--- src/rtl/fft_operand_loader.sv ---
// Operand loader for the radix-2 butterfly: debounced button captures six switch operands, then hands them off via valid/ready.
// Optional macro TWIDDLE_CLAMP_EN saturates a -128 twiddle capture (rew/imw) to -127.
module fft_operand_loader #(
  parameter int unsigned DEB_CYCLES  = 3,
  parameter int unsigned SYNC_STAGES = 2
) (
  input  logic       clk,
  input  logic       reset,
  input  logic [7:0] SW,
  input  logic       load_btn,
  input  logic       out_ready,
  output logic       out_valid,
  output logic [7:0] rew,
  output logic [7:0] imw,
  output logic [7:0] reb,
  output logic [7:0] imb,
  output logic [7:0] rea,
  output logic [7:0] ima,
  output logic [2:0] slot
);

  typedef enum logic {COLLECT, FULL} state_t;

  state_t                 state_q, state_d;
  logic [SYNC_STAGES-1:0] sync_q;
  logic                   btn_s;
  logic [7:0]             cnt_q;
  logic                   deb_q, deb_prev_q;
  logic                   press;
  logic [2:0]             slot_d;
  logic                   cap_en;
  logic                   clamp;
  logic [7:0]             cap_val;

  always_ff @(posedge clk or negedge reset) begin
    if (!reset) sync_q <= '0;
    else        sync_q <= {sync_q[SYNC_STAGES-2:0], load_btn};
  end

  assign btn_s = sync_q[SYNC_STAGES-1];

  // deb only follows btn_s after DEB_CYCLES consecutive disagreeing samples
  always_ff @(posedge clk or negedge reset) begin
    if (!reset) begin
      cnt_q      <= '0;
      deb_q      <= 1'b0;
      deb_prev_q <= 1'b0;
    end else begin
      deb_prev_q <= deb_q;
      if (btn_s == deb_q) begin
        cnt_q <= '0;
      end else if (cnt_q == 8'(DEB_CYCLES - 1)) begin
        deb_q <= btn_s;
        cnt_q <= '0;
      end else begin
        cnt_q <= cnt_q + 8'd1;
      end
    end
  end

  assign press = deb_q & ~deb_prev_q;

  always_comb begin
    state_d = state_q;
    slot_d  = slot;
    cap_en  = 1'b0;
    case (state_q)
      COLLECT: begin
        if (press) begin
          cap_en = 1'b1;
          if (slot == 3'd5) begin
            slot_d  = 3'd6;
            state_d = FULL;
          end else begin
            slot_d = slot + 3'd1;
          end
        end
      end
      FULL: begin
        if (out_ready) begin
          slot_d  = 3'd0;
          state_d = COLLECT;
        end
      end
      default: state_d = COLLECT;
    endcase
  end

  always_ff @(posedge clk or negedge reset) begin
    if (!reset) begin
      state_q <= COLLECT;
      slot    <= '0;
    end else begin
      state_q <= state_d;
      slot    <= slot_d;
    end
  end

  assign out_valid = (state_q == FULL);

`ifdef TWIDDLE_CLAMP_EN
  assign clamp = (slot <= 3'd1) && (SW == 8'h80);
`else
  assign clamp = 1'b0;
`endif

  assign cap_val = clamp ? 8'h81 : SW;

  always_ff @(posedge clk or negedge reset) begin
    if (!reset) begin
      rew <= '0;
      imw <= '0;
      reb <= '0;
      imb <= '0;
      rea <= '0;
      ima <= '0;
    end else if (cap_en) begin
      case (slot)
        3'd0:    rew <= cap_val;
        3'd1:    imw <= cap_val;
        3'd2:    reb <= cap_val;
        3'd3:    imb <= cap_val;
        3'd4:    rea <= cap_val;
        3'd5:    ima <= cap_val;
        default: ;
      endcase
    end
  end

endmodule

--- config.mk ---
export PLATFORM = sky130hd
export DESIGN_NAME = fft_operand_loader
export DESIGN_NICKNAME = d
export VERILOG_FILES = /design/src/rtl/fft_operand_loader.sv
export SDC_FILE = /design/constraint.sdc
export NUM_CORES = 1
export LEC_CHECK = 0
export CORE_MARGIN = 8
export CORE_UTILIZATION = 53
export DETAILED_ROUTE_END_ITERATION = 6
export GPL_TIMING_DRIVEN = 0
export PLACE_DENSITY_LB_ADDON = 0.08
export SYNTH_ARGS = -nofsm -noshare
export SYNTH_HDL_FRONTEND = slang
export SYNTH_SLANG_ARGS = --single-unit
export TNS_END_PERCENT = 20
--- constraint.sdc ---
create_clock -name clk -period 3.6 [get_ports clk]
set_clock_uncertainty 0.05 [all_clocks]
set_input_delay 0.9 -clock clk [delete_from_list [all_inputs] [get_ports clk]]
set_output_delay 0.9 -clock clk [all_outputs]
set_load 0.05 [all_outputs]
=== Yosys cells after proc, flatten, opt, wreduce, memory -nomap -nowiden ===
Index checks and enable logic that the tools add are counted.

* Add/sub/neg operators: 2
* Eq/ne operators: 9
* Multiplexer cells: 12
* Bitwise logic cells: 4
* Reduce and logical (&&, ||, !) cells: 9

{| class="wikitable"
|+ Operators with widths
! operator !! count
|-
| $mux W8 || 2
|-
| $reduce_and A2 Y1 || 8
|-
| $mux W3 || 3
|-
| $add A8 B1 Y8 const B || 1
|-
| $eq A8 B2 Y1 const B || 1
|-
| $eq A3 B2 Y1 const B || 2
|-
| $eq A3 B3 Y1 const B || 2
|-
| $pmux W3 S2 || 1
|-
| $mux W1 || 5
|-
| $ne A2 B2 Y1 const B || 2
|-
| $add A3 B1 Y3 const B || 1
|-
| $eq A3 B1 Y1 const B || 1
|-
| $logic_not A3 Y1 || 1
|-
| $not A1 Y1 || 3
|-
| $pmux W1 S2 || 1
|-
| $and A1 B1 Y1 || 1
|-
| $eq A1 B1 Y1 || 1
|}

* Register bits: 64
* Output and inout bits: 52

=== Longest topological paths before layout ===
Gate-level depths: netlist of run 1.

* Word-level depth: 5
* Gate-level depth with buffers: 6
* Depth with buffers taken out: 5

=== Worst setup path after synthesis of run 1 ===
Ideal clock, no wire load.

* Kind: flip-flop to flip-flop
* Start: reg slot[1]
* End: reg imw[0]
* Library setup time: 125 ps
* Arrival: 1764 ps
* Required time: 3425 ps
* Slack: 1661 ps
* Stages on the path, launching flop included: 7
* Path buffers: 1
* Cells stage by stage: dfrtp_1 -> inv_1 -> ha_1 -> and4bb_1 -> and2_4 -> buf_6 -> mux2_4

* Cells in the longest elaborated chain, start to end: 2

{| class="wikitable"
|+ RTL lines
! element !! line !! text
|-
| start: declaration || 19 || <nowiki>output logic [2:0] slot</nowiki>
|-
| start signal: assignment || 95 || <nowiki>slot <= slot_d;</nowiki>
|-
| $eq A3 B1 Y1 || 118 || <nowiki>case (slot)</nowiki>
|-
| $reduce_and A2 Y1 (no source line) || -- ||
|-
| end signal: assignment || 120 || <nowiki>3'd1: imw <= cap_val;</nowiki>
|-
| end: declaration || 14 || <nowiki>output logic [7:0] imw,</nowiki>
|}

No other way between the ends.
A chain may end at the register's enable or synchronous reset.

=== Worst setup path in the final report of run 1 ===
* Start: reg state_q, in the netlist out_valid
* End: out out_valid

{| class="wikitable"
|+ RTL lines
! element !! line !! text
|-
| start: declaration || 24 || <nowiki>state_t state_q, state_d;</nowiki>
|-
| start signal: assignment || 94 || <nowiki>state_q <= state_d;</nowiki>
|-
| end: declaration || 12 || <nowiki>output logic out_valid,</nowiki>
|}

No word-level cell between the ends.

==> results.toml, run 1 <==
[worst_setup_path]
r2r_start = "out_valid$_DFF_PN0_"
crit_arrival_ns = 1.74
cp_cell_sequence = "clkdlybuf4s50_1"
crit_buf_inv = 1
crit_path_end = "out_valid"
cp_num_cells = 1
r2r_cells = 4
startpoint = "out_valid$_DFF_PN0_"
path_max_fanout = 7
slowest_stage = "clkdlybuf4s50_1"
crit_type = "reg2out"
cp_slowest_stage_delay_ns = 0.88
crit_family = "buffers and inverters"
cp-end-kind = "primary output"
cp.required_ns = 2.65
startpoint_type = "flip-flop"
r2r_setup_slack_ns = 1.79
r2r-end = "rea[2]$_DFFE_PN0P_"

[synth]
syn-num-nets = 195
syn_area_per_cell_um2 = 15.0
yosysTopAreaCell = "dfrtp_1"
ys_types = 30
synth-seq-cells = 64
synth_top_area_share_pct = 60.6
async_reset_ff_share_pct = 100
ys_warn_count = 0
syn_area_um2 = 2640
post-synth-top-count-cell = "dfrtp_1"
postSynthCellCount = 176
synth_area_leaders = "dfrtp_1 61%, mux2_2 17%, mux2_4 4.5%"
synth_common_cells = "64 x dfrtp_1, 41 x mux2_2, 8 x mux2_4, 7 x ha_1"
synth_edf_count = 0
seq_area_frac_synth_pct = 60.6
ys.flop_type = "dfrtp_1"

[placement]
io_buffers = 63
place_congestion = 0.805
dp_hpwl_mm = 4.36

[routing]
via_count = 1686
drc = 0
dr.pass1.iters = 4
routed_wl_mm = 5.96
ant_nets = 0
detail_route.wl_per_cell_um = 18.6
vias_per_cell = 5.25
drt_iter0_drc = 66

[flow_run]
maxCapViolations = 0

[sta]
hold_viol = 0
drv_slew = 0
fmax_mhz = 372
relSlewSlack_pct = 61.1
holdWs_ns = 0.306
tightest_slew_ns = 0.584
fin_tns_setup_ns = 0
setup_viol = 0
post-route-period-util_pct = 74.7
post-route-min-period_ns = 2.69
rsz0062_at_grt = "no"

[cts]
clkSinkCount = 64
ctsLongestPathBuffers = 2
cts_resized = 0
clkTransAtPathRegs_ns = 0.06
cts_buffers = 9
clkLatencyLatePin_ns = 0.33
h-tree-depth = 3
cts_tree = "done"
ctsHoldBuffers = 0
root_buffer = "clkbuf_8"
post-cts-setup-buffers = 0

[final_layout]
diodes = 0
seq_area_um2 = 1600
utilization_pct = 74.5
drive_gt1_share_pct = 28.7
fin_nets = 270
syn_to_final_growth_pct = 34.2
num-fill-cells = 309
multi_input_area_um2 = 991

[floorplan]
fp-row-count = 25
io_pins = 64
fp.dieW_um = 86.6
die_h_um = 86.6
die_area_um2 = 7500
start_util_pct = 55.6
coreArea_um2 = 4750

[status]
status = "finished, final reports clean"

[global_routing]
track_usage_pct = 17.2
antenna_found_initial = 0
grt_first_pass_wirelength_mm = 9.60
gr-total-overflow = 0
grt_max_degree = 40
grt_pass1_vias = 1806

[worst_hold_path]
hold_class = "reg2reg"
cell usage in the layout (no fill, tap or decap), types with 5 or more instances in the layout:
cell,n
nor2_1,6
inv_1,6
nand2_1,5
ha_1,7
mux2_2,41
clkdlybuf4s50_1,62
mux2_4,8
dfrtp_1,64
clkbuf_8,12
layout make-up:
type / instances / share of cell area (%)
timing repair buffer: 64 / 18.2
inverter: 6 / 0.636
buffer: 3 / 0.742
multi-input combinational: 103 / 28.0
clock buffer: 14 / 4.87
sequential: 64 / 45.2
tap: 67 / 2.37
per-stage QoR:
stage                     worst slack (ns)  area (µm²)  instances
after floorplan                       1.66        2640        176
after global placement              -0.305        3360        306
after detailed placement              1.26        3370        307
after CTS                            0.895        3540        321
after global routing                 0.858        3540        321
final                                0.910        3540        321
sequential cells by signal, indices dropped and copies added, names as in the netlist:
register / count
slot: 3
sync_q: 2
imw: 8
reb: 8
rea: 8
cnt_q: 8
deb_q: 1
ima: 8
rew: 8
out_valid: 1
imb: 8
deb_prev_q: 1
logic make-up (layout without fill, tap and decap cells):
family          after synthesis  in the layout  synth area share, %
compound gates               12             12                 2.94
xor+xnor                      4              4                 1.33
fa+ha+maj                     7              7                 3.32
flops                        64             64                 60.6
buf+inv                       9             87                 1.85
simple gates                 30             30                 7.53
mux                          50             50                 22.4
per-layer routing:
layer  vias up  part of all wire [%]  track usage (%)
li1        772                     -                -
met1       843                    42             19.6
met2        59                    49             27.6
met3        12                   7.0             6.24
met4         0                   1.9             8.92
met5         -                     0                0
how the worst min path moves through the flow:
stage                             start                   to  cells after the start
floorplan           sync_q[0]$_DFF_PN0_  sync_q[1]$_DFF_PN0_                      0
global placement    sync_q[0]$_DFF_PN0_  sync_q[1]$_DFF_PN0_                      0
detailed placement  sync_q[0]$_DFF_PN0_  sync_q[1]$_DFF_PN0_                      0
CTS                 sync_q[0]$_DFF_PN0_  sync_q[1]$_DFF_PN0_                      0
global route        sync_q[0]$_DFF_PN0_  sync_q[1]$_DFF_PN0_                      0
finish              sync_q[0]$_DFF_PN0_  sync_q[1]$_DFF_PN0_                      0
Power of run 1 is left out: the tool's default activity adds up to more than one toggle a clock period on the data nets, which glitch-free logic cannot reach.
==> run 2, diff against run 1 <==
--- a/config.mk
+++ b/config.mk
@@ -6,7 +6,7 @@
 export NUM_CORES = 1
 export LEC_CHECK = 0
 export CORE_MARGIN = 8
-export CORE_UTILIZATION = 53
+export CORE_UTILIZATION = 49
 export DETAILED_ROUTE_END_ITERATION = 6
 export GPL_TIMING_DRIVEN = 0
 export PLACE_DENSITY_LB_ADDON = 0.08
==> constraint.sdc (replaced) <==
create_clock -name clk -period 2.8 [get_ports clk]
set_clock_uncertainty 0.05 [all_clocks]
set_input_delay 0.7 -clock clk [delete_from_list [all_inputs] [get_ports clk]]
set_output_delay 0.7 -clock clk [all_outputs]
set_load 0.05 [all_outputs]
==> run 2 against run 1 <==
Against the previous run:
- register-to-register slack worse by 0.78 ns
- die area rose by 6.6%
- critical path depth is the same
- hold slack got worse by 0.0080 ns
- final area grew 1.3%
- wire length fell by 5.9%
- global-route usage is 1.9 points lower
==> results.toml, run 2 (synthesis gave the netlist of run 1 again) <==
[final_layout]
final_cell_mix = "64 x dfrtp_1, 62 x clkdlybuf4s50_1, 41 x mux2_2, 12 x clkbuf_8, 8 x mux2_4"
syn_to_final_growth_pct = 35.9
fin_nets = 269
num-fill-cells = 379
utilization_pct = 69.4
final_common_cell = "dfrtp_1"
drive_gt1_share_pct = 29.0
diodes = 0
stdcell_count = 325
design_area_um2 = 3590

[sta]
post-route-period-util_pct = 87.8
fin_tns_setup_ns = 0
fmax_mhz = 407
post-route-min-period_ns = 2.46
rsz0062_at_grt = "no"
hold_viol = 0
tightest_slew_ns = 0.795
drv_slew = 0
setup_viol = 0
relSlewSlack_pct = 47.0

[cts]
ctsLongestPathBuffers = 2
post-cts-setup-buffers = 0
cts_resized = 0
h-tree-depth = 3
ctsHoldBuffers = 0
clkTransAtPathRegs_ns = 0.06
cts_buffers = 9
cts_tree = "done"
clkLatencyLatePin_ns = 0.32
root_buffer = "clkbuf_8"
clkSinkCount = 64

[worst_hold_path]
hold_path_end = "sync_q[1]$_DFF_PN0_"
hp-start = "sync_q[0]$_DFF_PN0_"
hold_path_depth = 0
hold_class = "reg2reg"

[status]
status = "finished, final reports clean"

[worst_setup_path]
cp_slowest_stage_delay_ns = 0.87
r2r_cells = 4
cp_cell_sequence = "clkdlybuf4s50_1"
r2r_start = "out_valid$_DFF_PN0_"
crit_buf_inv = 1
r2r_setup_slack_ns = 1.01
crit_family = "buffers and inverters"
cp-end-kind = "primary output"
r2r-end = "rea[4]$_DFFE_PN0P_"
crit_arrival_ns = 1.71
slowest_stage = "clkdlybuf4s50_1"
startpoint_type = "flip-flop"
path_max_fanout = 7
cp.required_ns = 2.05
crit_type = "reg2out"

[routing]
drc = 0
dr.pass1.iters = 4
via_count = 1642
vias_per_cell = 5.05
routed_wl_mm = 5.61
detail_route.wl_per_cell_um = 17.3
ant_nets = 0
drt_iter0_drc = 34

[global_routing]
grt_pass1_vias = 1714
track_usage_pct = 15.2
met1_usage_pct = 19.2
grt_util_met3_pct = 5.70
antenna_found_initial = 0
met2_usage_pct = 23.0
grt_first_pass_wirelength_mm = 8.94
busiest_layer = "met2"
gr-total-overflow = 0
grt_max_degree = 65

[placement]
dp_hpwl_mm = 3.79
dp.cells = 309
place_congestion = 0.775
io_buffers = 63
place_area_um2 = 3360

[floorplan]
coreArea_um2 = 5170
fp-row-count = 26
fp.dieW_um = 89.4
start_util_pct = 51.1
die_area_um2 = 8000
die_h_um = 89.4
io_pins = 64

[flow_run]
maxCapViolations = 0
## run 2: worst max path at each step
stage                                    end  cells after the start                 from  slack [ns]
final                              out_valid                      1  out_valid$_DFF_PN0_        0.34
after detailed placement           out_valid                      1  out_valid$_DFF_PN0_        0.68
after CTS                          out_valid                      1  out_valid$_DFF_PN0_        0.32
after global routing               out_valid                      1  out_valid$_DFF_PN0_        0.27
after floorplan           imw[0]$_DFFE_PN0P_                      6  slot[1]$_DFFE_PN0P_        0.86
after global placement    imb[2]$_DFFE_PN0P_                      1                reset       -1.14
## run 2: final cells by class
type                            instances  area (µm²)  area share, %
Buffer                                  3        26.3          0.732
Clock buffer                           14         173           4.81
Clock inverter                          2        60.1           1.67
Inverter                                6        22.5          0.627
Multi-Input combinational cell        103         991           27.6
Sequential cell                        64        1600           44.6
Tap cell                               70        87.6           2.44
Timing Repair Buffer                   63         628           17.5
## run 2: layer usage
layer  vias to the layer above  routed length, µm
li1                        770                  -
met5                         -                  0
met3                         8                408
met2                        43               2540
met1                       821               2590
met4                         0                 73
## run 2: metrics by stage
stage               setup slack, ns  hold WS [ns]
floorplan                     0.861         0.281
global placement              -1.14         0.300
detailed placement            0.683         0.286
CTS                           0.316         0.301
global route                  0.275         0.313
finish                        0.341         0.298
Power of run 2 is left out for the same reason.
